<file path="src/rtl/capture_pkg.sv">
// Shared types and sizing for the dual-bank sample capture controller.
package capture_pkg;
    localparam int BUF_DEPTH = 1024;
    localparam int ADDR_W    = 10;
    localparam int OVR_W     = 8;

    typedef enum logic [2:0] {
        S_IDLE      = 3'd0,
        S_PRE       = 3'd1,
        S_WAIT_TRIG = 3'd2,
        S_POST      = 3'd3,
        S_SWAP      = 3'd4
    } state_t;
endpackage

</file>
<file path="src/rtl/edge_detect.sv">
// Registered edge detector: one-clk rise/fall pulses on a synchronised input.
module edge_detect (
    input  logic clk,
    input  logic rst,
    input  logic din,
    output logic rise,
    output logic fall
);
    logic prev;

    always_ff @(posedge clk or posedge rst) begin
        if (rst) prev <= 1'b0;
        else     prev <= din;
    end

    assign rise = din & ~prev;
    assign fall = ~din & prev;
endmodule

</file>
<file path="src/rtl/capture_ctrl.sv">
// Pre/post-trigger capture into a ping-pong sample buffer with host-lock aware bank swap.
module capture_ctrl
    import capture_pkg::*;
(
    input  logic              clk,
    input  logic              rst,
    input  logic              adc_tick,
    input  logic              sig_in,
    input  logic              stable,
    input  logic              arm,
    input  logic              abort,
    input  logic              auto_mode,
    input  logic              trig_fall,
    input  logic [ADDR_W-1:0] pre_trig,
    input  logic              host_lock,
    output logic              buf_we,
    output logic [ADDR_W-1:0] buf_waddr,
    output logic              wr_bank,
    output logic              swap,
    output logic              frame_ready,
    output logic [ADDR_W-1:0] start_addr,
    output logic [OVR_W-1:0]  overrun,
    output logic [2:0]        state
);
    state_t cur, nxt;

    logic [ADDR_W-1:0] ptr, pre_lat, pre_cnt, trig_addr;
    logic [ADDR_W:0]   post_cnt, post_tgt;
    logic              host_lock_d;
    logic              rise, fall, trig;
    logic              wr_req, do_swap, arm_ok, pre_inc, trig_hit, ovr_inc;

    edge_detect u_edge (
        .clk  (clk),
        .rst  (rst),
        .din  (sig_in),
        .rise (rise),
        .fall (fall)
    );

    assign trig     = stable & (trig_fall ? fall : rise);
    // Post-trigger length makes pre + post exactly one full bank.
    assign post_tgt = (ADDR_W+1)'(BUF_DEPTH) - {1'b0, pre_lat};
    assign state    = cur;

    always_ff @(posedge clk or posedge rst) begin
        if (rst) cur <= S_IDLE;
        else     cur <= nxt;
    end

    always_comb begin
        nxt      = cur;
        wr_req   = 1'b0;
        do_swap  = 1'b0;
        arm_ok   = 1'b0;
        pre_inc  = 1'b0;
        trig_hit = 1'b0;
        ovr_inc  = 1'b0;
        if (cur != S_IDLE && abort) begin
            nxt = S_IDLE;
        end else begin
            case (cur)
                S_IDLE: begin
                    if (arm && !abort) begin
                        arm_ok = 1'b1;
                        nxt    = S_PRE;
                    end
                end
                S_PRE: begin
                    wr_req  = adc_tick;
                    pre_inc = adc_tick;
                    if (pre_cnt == pre_lat) nxt = S_WAIT_TRIG;
                end
                S_WAIT_TRIG: begin
                    wr_req = adc_tick;
                    if (trig) begin
                        trig_hit = 1'b1;
                        nxt      = S_POST;
                    end
                end
                S_POST: begin
                    // Stop writing at the frame boundary so the oldest pre sample survives.
                    wr_req = adc_tick && (post_cnt < post_tgt);
                    if (post_cnt == post_tgt) nxt = S_SWAP;
                end
                S_SWAP: begin
                    if (!host_lock) begin
                        do_swap = 1'b1;
                        nxt     = auto_mode ? S_PRE : S_IDLE;
                    end else begin
                        ovr_inc = adc_tick;
                    end
                end
                default: nxt = S_IDLE;
            endcase
        end
    end

    always_ff @(posedge clk or posedge rst) begin
        if (rst) begin
            buf_we      <= 1'b0;
            buf_waddr   <= '0;
            wr_bank     <= 1'b0;
            swap        <= 1'b0;
            frame_ready <= 1'b0;
            start_addr  <= '0;
            overrun     <= '0;
            ptr         <= '0;
            pre_lat     <= '0;
            pre_cnt     <= '0;
            trig_addr   <= '0;
            post_cnt    <= '0;
            host_lock_d <= 1'b0;
        end else begin
            buf_we      <= wr_req;
            swap        <= do_swap;
            host_lock_d <= host_lock;

            if (wr_req) begin
                buf_waddr <= ptr;
                ptr       <= ptr + 1'b1;
            end
            if (pre_inc) pre_cnt <= pre_cnt + 1'b1;
            if (cur == S_POST && wr_req) post_cnt <= post_cnt + 1'b1;

            if (arm_ok) begin
                pre_lat <= pre_trig;
                pre_cnt <= '0;
                ptr     <= '0;
                overrun <= '0;
            end

            // A tick coinciding with the trigger is the trigger sample itself.
            if (trig_hit) begin
                trig_addr <= ptr;
                post_cnt  <= {{ADDR_W{1'b0}}, adc_tick};
            end

            if (ovr_inc && overrun != {OVR_W{1'b1}}) overrun <= overrun + 1'b1;

            if (do_swap) begin
                wr_bank     <= ~wr_bank;
                frame_ready <= 1'b1;
                start_addr  <= trig_addr - pre_lat;
                if (auto_mode) begin
                    ptr     <= '0;
                    pre_cnt <= '0;
                end
            end else if (host_lock && !host_lock_d) begin
                frame_ready <= 1'b0;
            end
        end
    end
endmodule

</file>
<file path="config.mk">
export PLATFORM = sky130hd
export DESIGN_NAME = capture_ctrl
export DESIGN_NICKNAME = d
export VERILOG_FILES = /design/src/rtl/capture_pkg.sv /design/src/rtl/edge_detect.sv /design/src/rtl/capture_ctrl.sv
export SDC_FILE = /design/constraint.sdc
export NUM_CORES = 1
export LEC_CHECK = 0
export CAP_MARGIN = 20
export CORE_ASPECT_RATIO = 1.4
export CORE_MARGIN = 2
export CORE_UTILIZATION = 50
export CTS_BUF_LIST = sky130_fd_sc_hd__clkbuf_4
export DETAILED_ROUTE_END_ITERATION = 10
export HOLD_SLACK_MARGIN = 0.12
export PLACE_DENSITY = 0.72
export SYNTH_ARGS = -nofsm -noshare
export SYNTH_HDL_FRONTEND = slang
export SYNTH_SLANG_ARGS = --single-unit
export TNS_END_PERCENT = 20
</file>
<file path="constraint.sdc">
create_clock -name clk -period 5.4 [get_ports clk]
set_input_delay 0.81 -clock clk [delete_from_list [all_inputs] [get_ports clk]]
set_output_delay 0.81 -clock clk [all_outputs]
set_load 0.02 [all_outputs]
</file>
; Yosys cells after proc, flatten, opt, wreduce, memory -nomap -nowiden
; Index checks and enable logic that the tools add are counted.
[totals]
mem_bits_ro = 0
mem_count = 0
latch_bits = 0
inputBits = 20
reg_bits = 88
out_inout_bits = 35
ram_bits = 0
[op_classes]
magnitude_cmp = 1
n_mux = 39
shift = 0
n_bitwise = 6
multipliers = 0
reduce_logical = 15
n_div = 0
n_eq_ne = 12
add_sub_neg = 6
[ops]
columns = operator, n
row1 = 2-to-1 mux 10 bit, 8
row2 = 2-to-1 mux 11 bit, 2
row3 = "adder 10 x 1 -> 10 bit, second input constant", 2
row4 = 2-to-1 mux 1 bit, 19
row5 = 2-to-1 mux 3 bit, 6
row6 = 2-to-1 mux 8 bit, 2
row7 = "inequality test 3 bit, second input constant", 5
row8 = one-hot mux 3 bit (5 select lines), 1
row9 = "adder 11 x 1 -> 11 bit, second input constant", 1
row10 = equality test 11 bit, 1
row11 = less-than comparator 11 bit, 1
row12 = "subtractor 11 x 10 -> 11 bit, first input constant", 1
row13 = equality test 10 bit, 1
row14 = subtractor 10 bit, 1
row15 = "adder 8 x 1 -> 8 bit, second input constant", 1
row16 = "inequality test 8 bit, second input constant", 1
row17 = "equality test 3 x 2 -> 1 bit, second input constant", 2
row18 = logical AND 1 bit, 6
row19 = nonzero test 2 bit, 3
row20 = AND reduction 5 bit, 1
row21 = AND 1 bit, 3
row22 = "equality test 3 x 1 -> 1 bit, second input constant", 1
row23 = "equality test 3 bit, second input constant", 1
row24 = zero test 3 bit, 1
row25 = other kinds (5), 8

; Longest topological paths before layout
[logic_depth]
depth_word = 9
depth_mapped = 13
depth_no_buf = 12

; Hierarchy
; From an unflattened synthesis, not the netlist that was laid out.
[unflattened]
hier_cells = 509
area_unflattened_um2 = 4809.6
[modules_own_cells]
columns = module, n_inst, cells_each, area_per_inst_um2
row1 = capture_ctrl, 1, 505, 4765.8
row2 = edge_detect, 1, 4, 43.8

; Worst setup path before layout
; Ideal clock, no wire load.
[synth_timing]
kind = flip-flop to flip-flop
from = reg pre_lat[2]
to = reg ptr[6]
required_ps = 5321
path_stages_with_launch = 13
setup_slack_ps = 2242
arrival_ps = 3079
n_path_buf = 1
path_cell_list = dfrtp_1 -> nor4_1 -> nand2_1 -> nor4_1 -> xor2_1 -> ha_1 -> nand3_1 -> nand2_1 -> o32ai_4 -> nand4_2 -> buf_2 -> or4_1 -> a21oi_1
[synth_between]
elab_chain_cells = 9
[synth_lines]
columns = element, line_no
row1 = "start, declared", capture_ctrl.sv:27  ; logic [ADDR_W-1:0] ptr, pre_lat, pre_cnt, trig_addr;
row2 = "start signal, assigned", capture_ctrl.sv:127  ; pre_lat <= pre_trig;
row3 = subtractor 11 x 10 -> 11 bit (*), capture_ctrl.sv:43  ; assign post_tgt = (ADDR_W+1)'(BUF_DEPTH) - {1'b0, pre_lat};
row4 = less-than comparator 11 bit (*), capture_ctrl.sv:83  ; wr_req = adc_tick && (post_cnt < post_tgt);
row5 = logical AND 1 bit (*), capture_ctrl.sv:83
row6 = one-hot mux 1 bit (2 select lines) (*), capture_ctrl.sv:62  ; case (cur)
row7 = 2-to-1 mux 1 bit (*), capture_ctrl.sv:59  ; if (cur != S_IDLE && abort) begin
row8 = 2-to-1 mux 10 bit (*), capture_ctrl.sv:119  ; if (wr_req) begin
row9 = 2-to-1 mux 10 bit (*), capture_ctrl.sv:126  ; if (arm_ok) begin
row10 = 2-to-1 mux 10 bit, capture_ctrl.sv:145  ; if (auto_mode) begin
row11 = 2-to-1 mux 10 bit (*), capture_ctrl.sv:141  ; if (do_swap) begin
row12 = "end signal, assigned", capture_ctrl.sv:121  ; ptr <= ptr + 1'b1;
row13 = "end, declared", capture_ctrl.sv:27
; Mark *: on every way between the ends. The rest lies on a longest branch, timed or not.
; A chain may end at the register's enable or synchronous reset.

; Worst setup path after layout
[layout_timing]
from = reg pre_lat[2]
to = reg ptr[3]
; The elaborated chain is that of the path after synthesis.

==> metrics.md <==
| Metric | Value |
|---|---|
| Mean post-synth cell area | between 9 and 10 um^2 |
| Netlist cell types | 53 |
| Critical Path RT | ~5800 ps |
| Vias post-DR | around 4,000 |
| Asr flop ratio synth | between 90% and 100% |
| Fmax | ~260 MHz |
| Dpl hpwl | between 8000 and 9000 um |
| Initial antenna violation count | 0 |
| Min-delay src | buf_waddr[7] |
| Vias in the first global route | 3,903 |
| FF+latch count, synth | 88 |
| Crit path max fanout | 24 |
| Max-cap viol count | 0 |
| Wirelength per Cell | between 15 and 20 um |
| Met2 wire length | 5850 um |
| Post-Syn Area | between 4000 and 5000 um^2 |
| Multi-input gate area | between 2000 and 2500 um^2 |
| Crit path DAT | 4280 ps |
| H-Tree Depth | 3 |
| Final Util | between 50% and 60% |
| Num CTS Buffers | 9 |
| Min setup slack post-route | approximately 1500 ps |
| Top cell type's share of synthesized area | between 40% and 50% |
| Area occupied by registers | between 2000 and 2500 um^2 |
| Critical Path End Type | register |
| RSZ-0062 raised after global routing | no |
| Area Overhead vs Synth | 15.2% |
| Top routing layer in use | met4 |
| Seq/Total Area, Yosys | 45.6% |
| PwrDens | 368 nW/um^2 |
| DIE AREA | roughly 10,000 um^2 |
| Placement Setup Slack | roughly 1600 ps |
| Final std cells w/o fill | around 680 |
| Worst R2R Start | pre_lat[2] |
| Clock sink count | 88 |
| Post-CTS Setup Inserts | 0 |
| # rows | 42 |
| Leading area contributor after synthesis | dfrtp_1 |
| Top-count cell post-synth | dfrtp_1 |
| Critical path class | reg2reg |
| Global-route wire length before repair | between 15,000 and 20,000 um |
| DRT Pass-1 Iters | 4 |
| Diode count | 0 |
| Gr usage total | 23.3% |
| Layout fillers | slightly above 800 |
| Largest net degree at the start of global routing | between 50 and 60 |
| Final hold viol count | 0 |
| Horiz. Die Dim | 87.1 um |
| Leakage | between 2 and 3 nW |
| # nets final | slightly above 600 |
| GPL Wtd Cong | just over 0.9 |
| Slew of the pin with the lowest slew margin | between 700 and 800 ps |
| Via density | 5.89 |
| Share of cells above drive strength 1 | about 6% |
| First DRT Iteration DRCs | around 230 |
| CTS Hold Bufs | 0 |
| Worst Setup SP | pre_lat[2] |
| Number of synthesized flops with an enable pin | 0 |
| DRC | 0 |
| Hold Crit Class | reg2reg |
| Fin crit period | around 4000 ps |
| Fin Hold WS | 487 ps |
| Max clock buf depth | 2 |
| Post-cts resize count | 0 |
| Slew headroom | 50.5% |
| Setup TNS | 0 ps |
| Post-synth top flop | dfrtp_1 |
| Port Buffers | between 50 and 60 |
| Root Driver | clkbuf_4 |
| Core region area | between 9000 and 10,000 um^2 |
| Top cells by area, synth | dfrtp_1, nand2_1, ha_1 |
| Endpoints failing setup | 0 |
| Met3 WL | 343 um |
| Placed inst area | 5450 um^2 |
| Synth top cells by count | dfrtp_1, nand2_1, o21ai_0 |
| Post-route ant nets | 0 |
| Outcome | finished, final reports clean |
| Mapped Nets | between 500 and 600 |
| Clk_lat worst skew | around 450 ps |
| Tot Pwr | a little over 2 mW |
| Wl on met1 | roughly 4800 um |
| Post-Place Cells | 661 |
| Startpoint Class | register |
| Finished layout cell area | 5570 um^2 |
| Initial core utilization | 51.4% |
| Slew Limit Fails | 0 |
| Yosys warns | 0 |
| IR drop worst, VDD | between 0.2 and 0.25 mV |
| CTS tree | yes |
| Reg clk slew, reported paths | approximately 130 ps |
| Num ports | 55 |
| Gr ovfl total | 0 |
| Final Cycle Share | about 72% |
| Final Skew | around 15 ps |
| DIE HEIGHT | 120 um |
| Final WL | about 11,000 um |
| Cells after synthesis | between 500 and 600 |
## area by class of cell
| type | count | share of cell area [%] |
|---|---|---|
| Timing Repair Buffer | 56 | 9.98 |
| Clock buffer | 9 | 1.21 |
| Clock inverter | 6 | 0.922 |
| Inverter | 27 | 1.84 |
| Multi-Input combinational cell | 380 | 44.0 |
| Tap cell | 110 | 2.47 |
| Sequential cell | 88 | 39.6 |
## where the power goes
part,total (mW),leakage (nW),switching (mW),internal (mW)
combinational,0.792,1.29,0.448,0.344
sequential,0.904,1.18,0.152,0.752
clock,0.352,0.0681,0.219,0.133
total,2.05,2.54,0.819,1.23
## routing by layer
| layer | track usage (%) | vias to the layer above |
|---|---|---|
| met5 | 0 | - |
| met4 | 11.8 | 0 |
| met3 | 2.66 | 34 |
| met2 | 39.9 | 111 |
| met1 | 28.4 | 1921 |
| li1 | - | 1914 |
## worst max-delay path: stages, from the launching register on
cell	delay [ps]
dfrtp_1	470
nor4_1	580
nand2_1	150
nor4_1	250
xor2_1	180
ha_1	260
nand3_1	120
nand2_1	110
o32ai_4	410
nand2_1	500
or4_1	640
a21oi_1	160
## state kept, by name (all words and copies together), names as in the netlist, 3 cells and up
register / cells
trig_addr: 10
buf_waddr: 10
ptr: 10
state: 3
pre_cnt: 10
overrun: 8
pre_lat: 10
start_addr: 10
post_cnt: 11
## cells by family after synthesis
| logic type | count (synthesis) | share of synthesized area [%] |
|---|---|---|
| and+or+nand+nor | 204 | 20.8 |
| AOI/OAI and AO/OA | 102 | 13.6 |
| DFF | 88 | 45.6 |
| buffers and inverters | 47 | 3.75 |
| xor gates and xnor gates | 34 | 6.16 |
| adders and majority gates | 26 | 6.89 |
| muxes | 14 | 3.18 |
## worst paths after layout
check	endpoint	slack, ps	depth (start not counted)
min reg2reg	buf_waddr[7]	490	2
max	ptr[3]	1490	11
max in group asynchronous	pre_lat[8]	3600	3
max reg2reg	ptr[3]	1490	11
min in group asynchronous	post_cnt[3]	720	2
min	buf_waddr[7]	490	2
## placed cells by master (no fill, tap or decap), drive strengths merged, types with 3 or more instances in the layout
cell / netlist / routed
a21oi: 24 / 24
a31oi: 3 / 3
and2: 4 / 4
and3: 8 / 8
clkbuf: 15 / 9
clkdlybuf4s50: 0 / 54
clkinv: 0 / 6
dfrtp: 88 / 88
ha: 25 / 25
inv: 27 / 26
mux2: 11 / 11
mux2i: 3 / 3
nand2: 86 / 86
nand2b: 7 / 7
nand3: 15 / 15
nand4: 15 / 15
nor2: 29 / 29
nor2b: 6 / 6
nor3: 6 / 6
nor4: 6 / 6
o211ai: 4 / 4
o21ai: 35 / 35
o31ai: 17 / 17
or3: 4 / 4
or4: 9 / 9
xnor2: 13 / 13
xor2: 21 / 21
Power figures use the tool's default switching activity.
